File: config.mk
export PLATFORM = sky130hd
export DESIGN_NAME = decoder_scan_par
export DESIGN_NICKNAME = d
export VERILOG_FILES = /design/src/rtl/decoder_pkg.sv /design/src/rtl/decoder_core.sv /design/src/rtl/decoder_scan_par.sv
export SDC_FILE = /design/constraint.sdc
export NUM_CORES = 1
export LEC_CHECK = 0
export BUFFER_PORTS_ARGS = -buffer_cell sky130_fd_sc_hd__buf_2
export CORE_ASPECT_RATIO = 1.75
export CORE_MARGIN = 5
export CORE_UTILIZATION = 34
export DETAILED_ROUTE_END_ITERATION = 16
export PLACE_DENSITY = 0.59
export SETUP_SLACK_MARGIN = 0.3
export SLEW_MARGIN = 20
export SYNTH_ARGS = -nofsm -noshare
export SYNTH_HDL_FRONTEND = slang
export SYNTH_SLANG_ARGS = --single-unit
File: constraint.sdc
create_clock -name clk -period 4.4 [get_ports clk]
set_input_delay 0.88 -clock clk [delete_from_list [all_inputs] [get_ports clk]]
set_output_delay 0.88 -clock clk [all_outputs]
set_load 0.03 [all_outputs]
File: src/rtl/decoder_pkg.sv
// Shared types and constants for the scan/parallel decoder.
// Holds the output-stage state encoding and the mode select values.
package decoder_pkg;

  typedef enum logic {
    EMPTY = 1'b0,
    FULL  = 1'b1
  } state_t;

  localparam logic MODE_DIRECT = 1'b0;
  localparam logic MODE_SCAN   = 1'b1;

endpackage

File: src/rtl/decoder_core.sv
// Combinational binary-to-one-hot decoder.
// Exactly one output bit is high for every input code.
module decoder_core #(
  parameter int IN_W = 6
) (
  input  logic [IN_W-1:0]      code,
  output logic [2**IN_W-1:0]   onehot
);

  always_comb begin
    onehot       = '0;
    onehot[code] = 1'b1;
  end

endmodule

File: src/rtl/decoder_scan_par.sv
// One-hot decoder with a one-entry registered output stage, fed either
// by an external code (DIRECT) or by an internal scan counter (SCAN).
//
// state | meaning
// EMPTY | no result held, out_valid=0
// FULL  | result held in out/idx, out_valid=1
module decoder_scan_par
  import decoder_pkg::*;
#(
  parameter  int IN_W  = 6,
  localparam int OUT_W = 2**IN_W
) (
  input  logic             clk,
  input  logic             rst_n,
  input  logic             mode,
  input  logic [IN_W-1:0]  in,
  input  logic             in_valid,
  output logic             in_ready,
  input  logic             step,
  input  logic             clr,
  output logic [OUT_W-1:0] out,
  output logic [IN_W-1:0]  idx,
  output logic             out_valid,
  input  logic             out_ready,
  output logic             wrap
);

  state_t            state, state_nxt;
  logic [IN_W-1:0]   cnt;
  logic [IN_W-1:0]   cnt_eff;
  logic [IN_W-1:0]   code_sel;
  logic [OUT_W-1:0]  dec;
  logic              load_direct;
  logic              load_scan;
  logic              load;

  assign out_valid   = (state == FULL);
  assign in_ready    = !out_valid || out_ready;

  assign load_direct = (mode == MODE_DIRECT) && in_valid && in_ready;
  assign load_scan   = (mode == MODE_SCAN) && step && in_ready;
  assign load        = load_direct || load_scan;

  // clr wins over the stored count, so a clr+step scan emits code 0
  assign cnt_eff  = clr ? '0 : cnt;
  assign code_sel = load_scan ? cnt_eff : in;

  decoder_core #(.IN_W(IN_W)) u_core (
    .code   (code_sel),
    .onehot (dec)
  );

  always_comb begin
    state_nxt = state;
    case (state)
      EMPTY: if (load) state_nxt = FULL;
      FULL:  if (out_ready && !load) state_nxt = EMPTY;
      default: state_nxt = EMPTY;
    endcase
  end

  always_ff @(posedge clk or negedge rst_n) begin
    if (!rst_n) begin
      state <= EMPTY;
    end else begin
      state <= state_nxt;
    end
  end

  always_ff @(posedge clk or negedge rst_n) begin
    if (!rst_n) begin
      out  <= '0;
      idx  <= '0;
      wrap <= 1'b0;
    end else begin
      wrap <= load_scan && (&cnt_eff);
      if (load) begin
        out <= dec;
        idx <= code_sel;
      end
    end
  end

  always_ff @(posedge clk or negedge rst_n) begin
    if (!rst_n) begin
      cnt <= '0;
    end else if (load_scan) begin
      cnt <= cnt_eff + IN_W'(1);
    end else if (clr) begin
      cnt <= '0;
    end
  end

endmodule

# Yosys cells after proc, flatten, opt, wreduce, memory -nomap -nowiden
# Index checks and enable logic that the tools add are counted.
# totals
inputBits	13
elab_cells	30
out_inout_bits	73
reg_bits	78
# classes
n_addsub	1
n_mux	8
bitwise_logic	2
n_reduce_logical	12
magnitude_cmp	2
# ops
operator	n
$mux W6	3
$logic_and A1 B1 Y1	7
$lt A6 B7 Y1 const B	1
$add A6 B1 Y6 const B	1
$demux W1 S6	1
$ge A6 B1 Y1 const B	1
$reduce_and A6 Y1	1
$mux W1	3
$logic_not A1 Y1	2
$logic_or A1 B1 Y1	2
$not A1 Y1	2
$pmux W1 S2	1

# Logic depth before layout (Yosys ltp)
# Gate-level depths: netlist of the first run.
# depth
word_depth	8
mapped_depth	8

# Cells and area by module
# From an unflattened synthesis of the first run, not the netlist that was laid out.
# hier_totals
cells_unflattened	295
area_unflattened_um2	3612.2
# modules_own_cells
mod	cells_each	area_each_um2	instances
decoder_scan_par	200	3146.8	1
decoder_core	95	465.4	1

# Worst setup path after synthesis of the first run
# Ideal clock, no wire load.
# synth_timing
path_kind	input to output
start	in out_ready
end	out in_ready
cell_stages	4
t_required_ns	3.520
setup_slack_ns	2.073
t_arrival_ns	1.447
n_path_buf	2
path_cell_list	nor2b_1 > inv_1 > buf_4 > buf_4
# synth_between
elab_chain_len	1
# synth_rtl
element	line	source
start: declaration	decoder_scan_par.sv:24	input logic out_ready,
$logic_or A1 B1 Y1	decoder_scan_par.sv:38	assign in_ready = !out_valid || out_ready;
end: declaration	decoder_scan_par.sv:18	output logic in_ready,
# Every way passes these cells.

# Final worst setup path of the first run
# Ends and elaborated chain as after synthesis.

==> results.yml, run 1 <==
clock_tree:
  path_clk_slew_ns: 0.06
  cts_tree: "built"
  ctsHoldBuffers: 0
  cts_max_level: 3
  cts.sinks: 78
  post_cts_buffers: 0
  clock_latency_ns: 0.34
  clock_path_buffers: 2
  root_buffer: "clkbuf_16"
  numCtsBuffers: 9
  ctsResizeCount: 0
power_and_ir_drop:
  power_w: 0.00168
  pwr-share-comb_pct: 13.1
  pwr-share-clk_pct: 41.6
  switching_power_w: 0.000469
  swShare_pct: 28.0
  ir_drop_mv: 0.215
  power_frac_seq_pct: 45.3
  p_per_area_nw_per_um2: 400
  p_int_w: 0.00121
  p_leak_nw: 2.09
detailed_routing:
  routed_wl_mm: 10.2
  ant_nets: 0
  vias: 2712
  dr.pass1.iters: 4
  drcViolationCount: 0
  initialDrtViolationCount: 133
  drt-vias-per-instance: 5.57
  avgRoutedWirePerCell_um: 20.8
setup_path:
  cp.required_ns: 3.52
  path_class: "primary input to output pin"
  rr_endpoint: "out[47]"
  crit_path_frequent_cell: "buf_2"
  cp_slowest_cell: "inv_1"
  max_stage_delay_ns: 0.47
  startpoint_type: "primary input"
  path_cells: "buf_2, nor2b_1, buf_4, inv_1, buf_2"
  crit_start: "out_ready"
  r2r_slack_ns: 1.92
  ff2ff_path_depth: 6
  worst-path-max-fanout: 21
  timing.rr.start: "out_valid"
  worstSetupEndpointType: "output pin"
  arrival_ns: 1.95
  crit_path_end: "in_ready"
synth:
  avgSynthCellArea_um2: 12.4
  netlist.area_leader.share_pct: 57.2
  synth_compound_area_share_pct: 26.8
  synthMuxAreaShare_pct: 0.953
  synth_top_family_by_area: "compound AO/OA/AOI/OAI gates"
  synthArstFlopShare_pct: 100
  syn_nets: 289
  yosys.area.top_type: "dfrtp_1"
  synthCells: 276
  yosys-top-cells-area: "dfrtp_1 57%, a22o_1 16%, buf_2 1.9%"
  synth_xor_area_share_pct: 1.28
  synth_cell_type_count: 48
  synthAdderAreaFrac_pct: 0
  synth_edf_count: 0
  synth_top_flop_cell: "dfrtp_1"
  synth_area_um2: 3410
  seq_area_frac_synth_pct: 57.2
  yosys_register_bits: 78
  yosys_warnings: 0
  synthSimpleGateAreaFrac_pct: 9.83
timing:
  fin_worst_skew_ns: 0.00584
  worstMarginPinSlew_ns: 0.972
  finalSetupTns_ns: 0
  slew_headroom_pct: 35.2
  fin_crit_sh_pct: 64.3
  finalSetupViolCount: 0
  rsz0062_at_grt: "false"
  hold_viol_final: 0
  drv_slew: 0
  fmax_ghz: 0.353
  min_period_ns: 2.83
  setup_slack_ns: 1.57
floorplan:
  chipHeight_um: 143
  die-area_um2: 12200
  rows: 48
  boundaryPins: 86
  die_x_um: 85.7
  start_util_pct: 34.6
  core_area_um2: 9850
place:
  dp_hpwl_mm: 7.38
  place_ws_ns: 1.46
  port_buffers: 85
  place_congestion: 0.941
global_route:
  gr-total-overflow: 0
  grt_pass1_wl_mm: 15.6
  antenna_found_initial: 0
  grt_pass1_vias: 2671
  grt_max_degree: 79
  grtUsageTotal_pct: 16.9
flow_run:
  maxCapViolations: 0
min_path:
  hold_path_class: "flip-flop to flip-flop"
  min_from: "idx[2]"
layout:
  fin_nets: 371
  drive_gt1_share_pct: 33.1
  antenna_cells: 0
  syn2layout_area_growth_pct: 23.1
run_status:
  status: "finished, final reports clean"
per-layer routing:
layer | GRT usage [%] | part of all wire (%) | up-vias
met2 | 30.7 | 56 | 81
met3 | 2.84 | 4.6 | 15
li1 | - | - | 1241
met1 | 19.4 | 38 | 1375
met4 | 6.92 | 1.7 | 0
met5 | 0 | 0 | -
power by group through the flow:
| stage | combinational (W) | clock [W] | sequential (W) |
|---|---|---|---|
| floorplan | 0.000103 | 0 | 0.000815 |
| global placement | 0.000218 | 0 | 0.000773 |
| detailed placement | 0.000221 | 0 | 0.000773 |
| CTS | 0.000221 | 0.000708 | 0.000761 |
| global route | 0.000235 | 0.000739 | 0.000764 |
| finish | 0.000220 | 0.000698 | 0.000760 |
cells by family after synthesis:
family,count (synthesis)
xor+xnor,5
compound gates,105
flops,78
mux,3
simple gates,60
buf+inv,25
critical path: cells and delay by family:
family	cells	cell delay [ns]
buffers and inverters	4	1.04
AND/OR/NAND/NOR	1	0.03
cell usage after synthesis (all sizes together) (3+ instances only):
cell type / n
a31oi: 3
o21ai: 5
nor2: 12
o2111ai: 5
buf: 19
nor2b: 8
a21oi: 8
inv: 6
nand2: 12
o32ai: 4
and2: 3
dfrtp: 78
xnor2: 3
a22o: 64
nand4: 10
sequential cells by signal (all words and copies together) (netlist names):
name	count
out	64
cnt	6
idx	6
out_valid	1
wrap	1
placed cells by master (no fill, tap or decap), drive strengths merged, types with 4 or more instances in the layout:
cell | netlist | final
o2111ai | 5 | 5
clkbuf | 0 | 12
a21oi | 8 | 8
inv | 6 | 7
o32ai | 4 | 4
buf | 19 | 90
nor2b | 8 | 8
nor2 | 12 | 12
nand4 | 10 | 10
nand2 | 12 | 12
a22o | 64 | 64
o21ai | 5 | 5
dfrtp | 78 | 78
worst min-delay path by stage:
stage               slack, ns  cells after the start     end
floorplan                0.53                      1  cnt[5]
detailed placement       0.48                      1  idx[0]
global placement         0.47                      2  idx[2]
finish                   0.49                      2  idx[2]
CTS                      0.49                      2  idx[2]
global route             0.52                      1  out[5]
per-stage QoR:
stage / util, % / hold WS (ns) / cells / instance area, um^2
3_5_place_dp: 39.9 / 0.478 / 472 / 3930
4_1_cts: 42.7 / 0.494 / 487 / 4200
2_1_floorplan: - / 0.533 / 276 / 3410
3_3_place_gp: 39.9 / 0.470 / 472 / 3930
6_report: 42.7 / 0.486 / 487 / 4200
5_1_grt: 42.7 / 0.518 / 487 / 4200
cell type report:
| type | count | area [um^2] |
|---|---|---|
| Clock buffer | 12 | 256 |
| Clock inverter | 3 | 18.8 |
| Fill cell | 1005 | 5650 |
| Inverter | 6 | 22.5 |
| Multi-Input combinational cell | 173 | 1330 |
| Sequential cell | 78 | 1950 |
| Tap cell | 125 | 156 |
| Timing Repair Buffer | 90 | 465 |
Power figures use the tool's default switching activity.
==> inputs of run 2 (changes only) <==
PLACE_DENSITY = 0.61   (was 0.59)
clock period = 2.3 ns   (was 4.4 ns; I/O delays follow)
==> results.yml, run 2 (synthesis gave the netlist of run 1 again) <==
detailed_routing:
  drt-vias-per-instance: 5.58
  dr_wl_met3_um: 483
  avgRoutedWirePerCell_um: 20.8
  dr.pass1.iters: 4
  routed_wl_mm: 10.3
  vias: 2745
  drcViolationCount: 0
  dr.max_layer_used: "met4"
  wl_met2_mm: 5.60
  initialDrtViolationCount: 153
  ant_nets: 0
  routedLengthMet1_mm: 3.90
power_and_ir_drop:
  power_w: 0.00340
  p_per_area_nw_per_um2: 789
  ir_drop_mv: 0.453
  p_leak_nw: 2.13
place:
  port_buffers: 85
  dp_hpwl_mm: 7.61
  place_congestion: 0.847
min_path:
  hold_path_class: "primary input to asynchronous set/reset pin"
layout:
  top_regs: "out (64), cnt (6), idx (6)"
  final_common_cell: "buf_2"
  drive_gt1_share_pct: 34.9
  layout_common_cells: "84 x buf_2, 78 x dfrtp_1, 64 x a22o_1"
  largest_register_ffs: 64
  antenna_cells: 0
  regMostFlops: "out"
  utilization_pct: 43.8
  syn2layout_area_growth_pct: 26.4
  n_fill_cell: 946
  fin_nets: 375
timing:
  fmax_ghz: 0.535
  fin_crit_sh_pct: 81.2
  hold_viol_final: 0
  finalSetupTns_ns: 0
  drv_slew: 0
  min_period_ns: 1.87
  rsz0062_at_grt: "false"
  fin_worst_skew_ns: 0.00484
  fin_hold_ws_ns: 0.0949
  worstMarginPinSlew_ns: 0.794
  finalSetupViolCount: 0
  slew_headroom_pct: 46.5
setup_path:
  path_class: "flip-flop to flip-flop"
  timing.rr.start: "out_valid"
  r2r_slack_ns: 0.43
  max_stage_delay_ns: 0.47
  critPathBufInv: 0
  cp.required_ns: 2.52
  path_cells: "nor2b_1, nor2_2, o21ai_0, a22o_1"
  worst-path-max-fanout: 13
  rr_endpoint: "out[45]"
  critPathTopFamily: "compound AO/OA/AOI/OAI gates"
  worstSetupEndpointType: "flip-flop"
  startpoint_type: "flip-flop"
  cp_slowest_cell: "nor2_2"
  ff2ff_path_depth: 4
  arrival_ns: 2.09
floorplan:
  boundaryPins: 86
  start_util_pct: 34.6
  die-area_um2: 12200
  rows: 48
  chipHeight_um: 143
  die_x_um: 85.7
  core_area_um2: 9850
clock_tree:
  root_buffer: "clkbuf_16"
  ctsResizeCount: 2
  cts.sinks: 78
  path_clk_slew_ns: 0.06
  post_cts_buffers: 0
  cts_tree: "built"
  clock_latency_ns: 0.33
  clock_path_buffers: 2
  numCtsBuffers: 9
  ctsHoldBuffers: 0
  cts_max_level: 3
flow_run:
  maxCapViolations: 0
global_route:
  grt_pass1_wl_mm: 15.7
  gr-total-overflow: 0
  grt_pass1_vias: 2649
  grtUsageTotal_pct: 16.9
  antenna_found_initial: 0
  grt_max_degree: 41
run_status:
  status: "finished, final reports clean"
==> run 2: cell count changes in the layout (fill, tap and decap cells not counted), sizes merged <==
cell	before	now
clkinvlp	0	1
bufinv	0	2
clkbuf	12	11
clkinv	2	1
buf	90	94
==> run 2: worst max-delay path by stage <==
stage | endpoint | cells past startpoint | from | slack, ns
2_1_floorplan | out[32] | 7 | out_valid | 0.60
3_3_place_gp | out[37] | 5 | step | 0.13
3_5_place_dp | out[44] | 5 | mode | 0.07
4_1_cts | out[19] | 6 | out_valid | 0.36
5_1_grt | out[50] | 6 | out_valid | 0.33
6_report | out[45] | 4 | out_valid | 0.43
==> run 2: final cells by class <==
cell class | count | area (um^2) | area share, %
timing repair buffer | 94 | 508 | 11.8
clock buffer | 11 | 233 | 5.40
clock inverter | 5 | 81.3 | 1.89
sequential | 78 | 1950 | 45.3
tap | 125 | 156 | 3.63
multi-input combinational | 173 | 1360 | 31.5
inverter | 6 | 22.5 | 0.522
==> run 2: power by group <==
part	switching [W]	internal [W]
Sequential	0.0000342	0.00142
Combinational	0.000315	0.000121
Clock	0.000558	0.000953
Total	0.000908	0.00249
==> run 2: worst register-to-register path: stages (launching register included) <==
cell     delay (ns)
dfrtp_1        0.37
nor2b_1        0.16
nor2_2         0.47
o21ai_0        0.44
a22o_1         0.32
==> run 2: per-layer routing <==
metal  vias to the layer above  global-route usage, %
met5                         -                      0
met4                         0                   7.84
met3                        20                   2.78
met2                        90                   30.1
met1                      1391                   19.5
li1                       1244                      -
==> run 2: per-stage QoR <==
stage                     worst slack [ns]  std cells  cell area [um^2]
after floorplan                      0.596        276              3410
after global placement               0.128        476              3970
after detailed placement            0.0698        476              3970
after CTS                            0.361        492              4290
after global routing                 0.329        492              4310
final                                0.432        492              4310
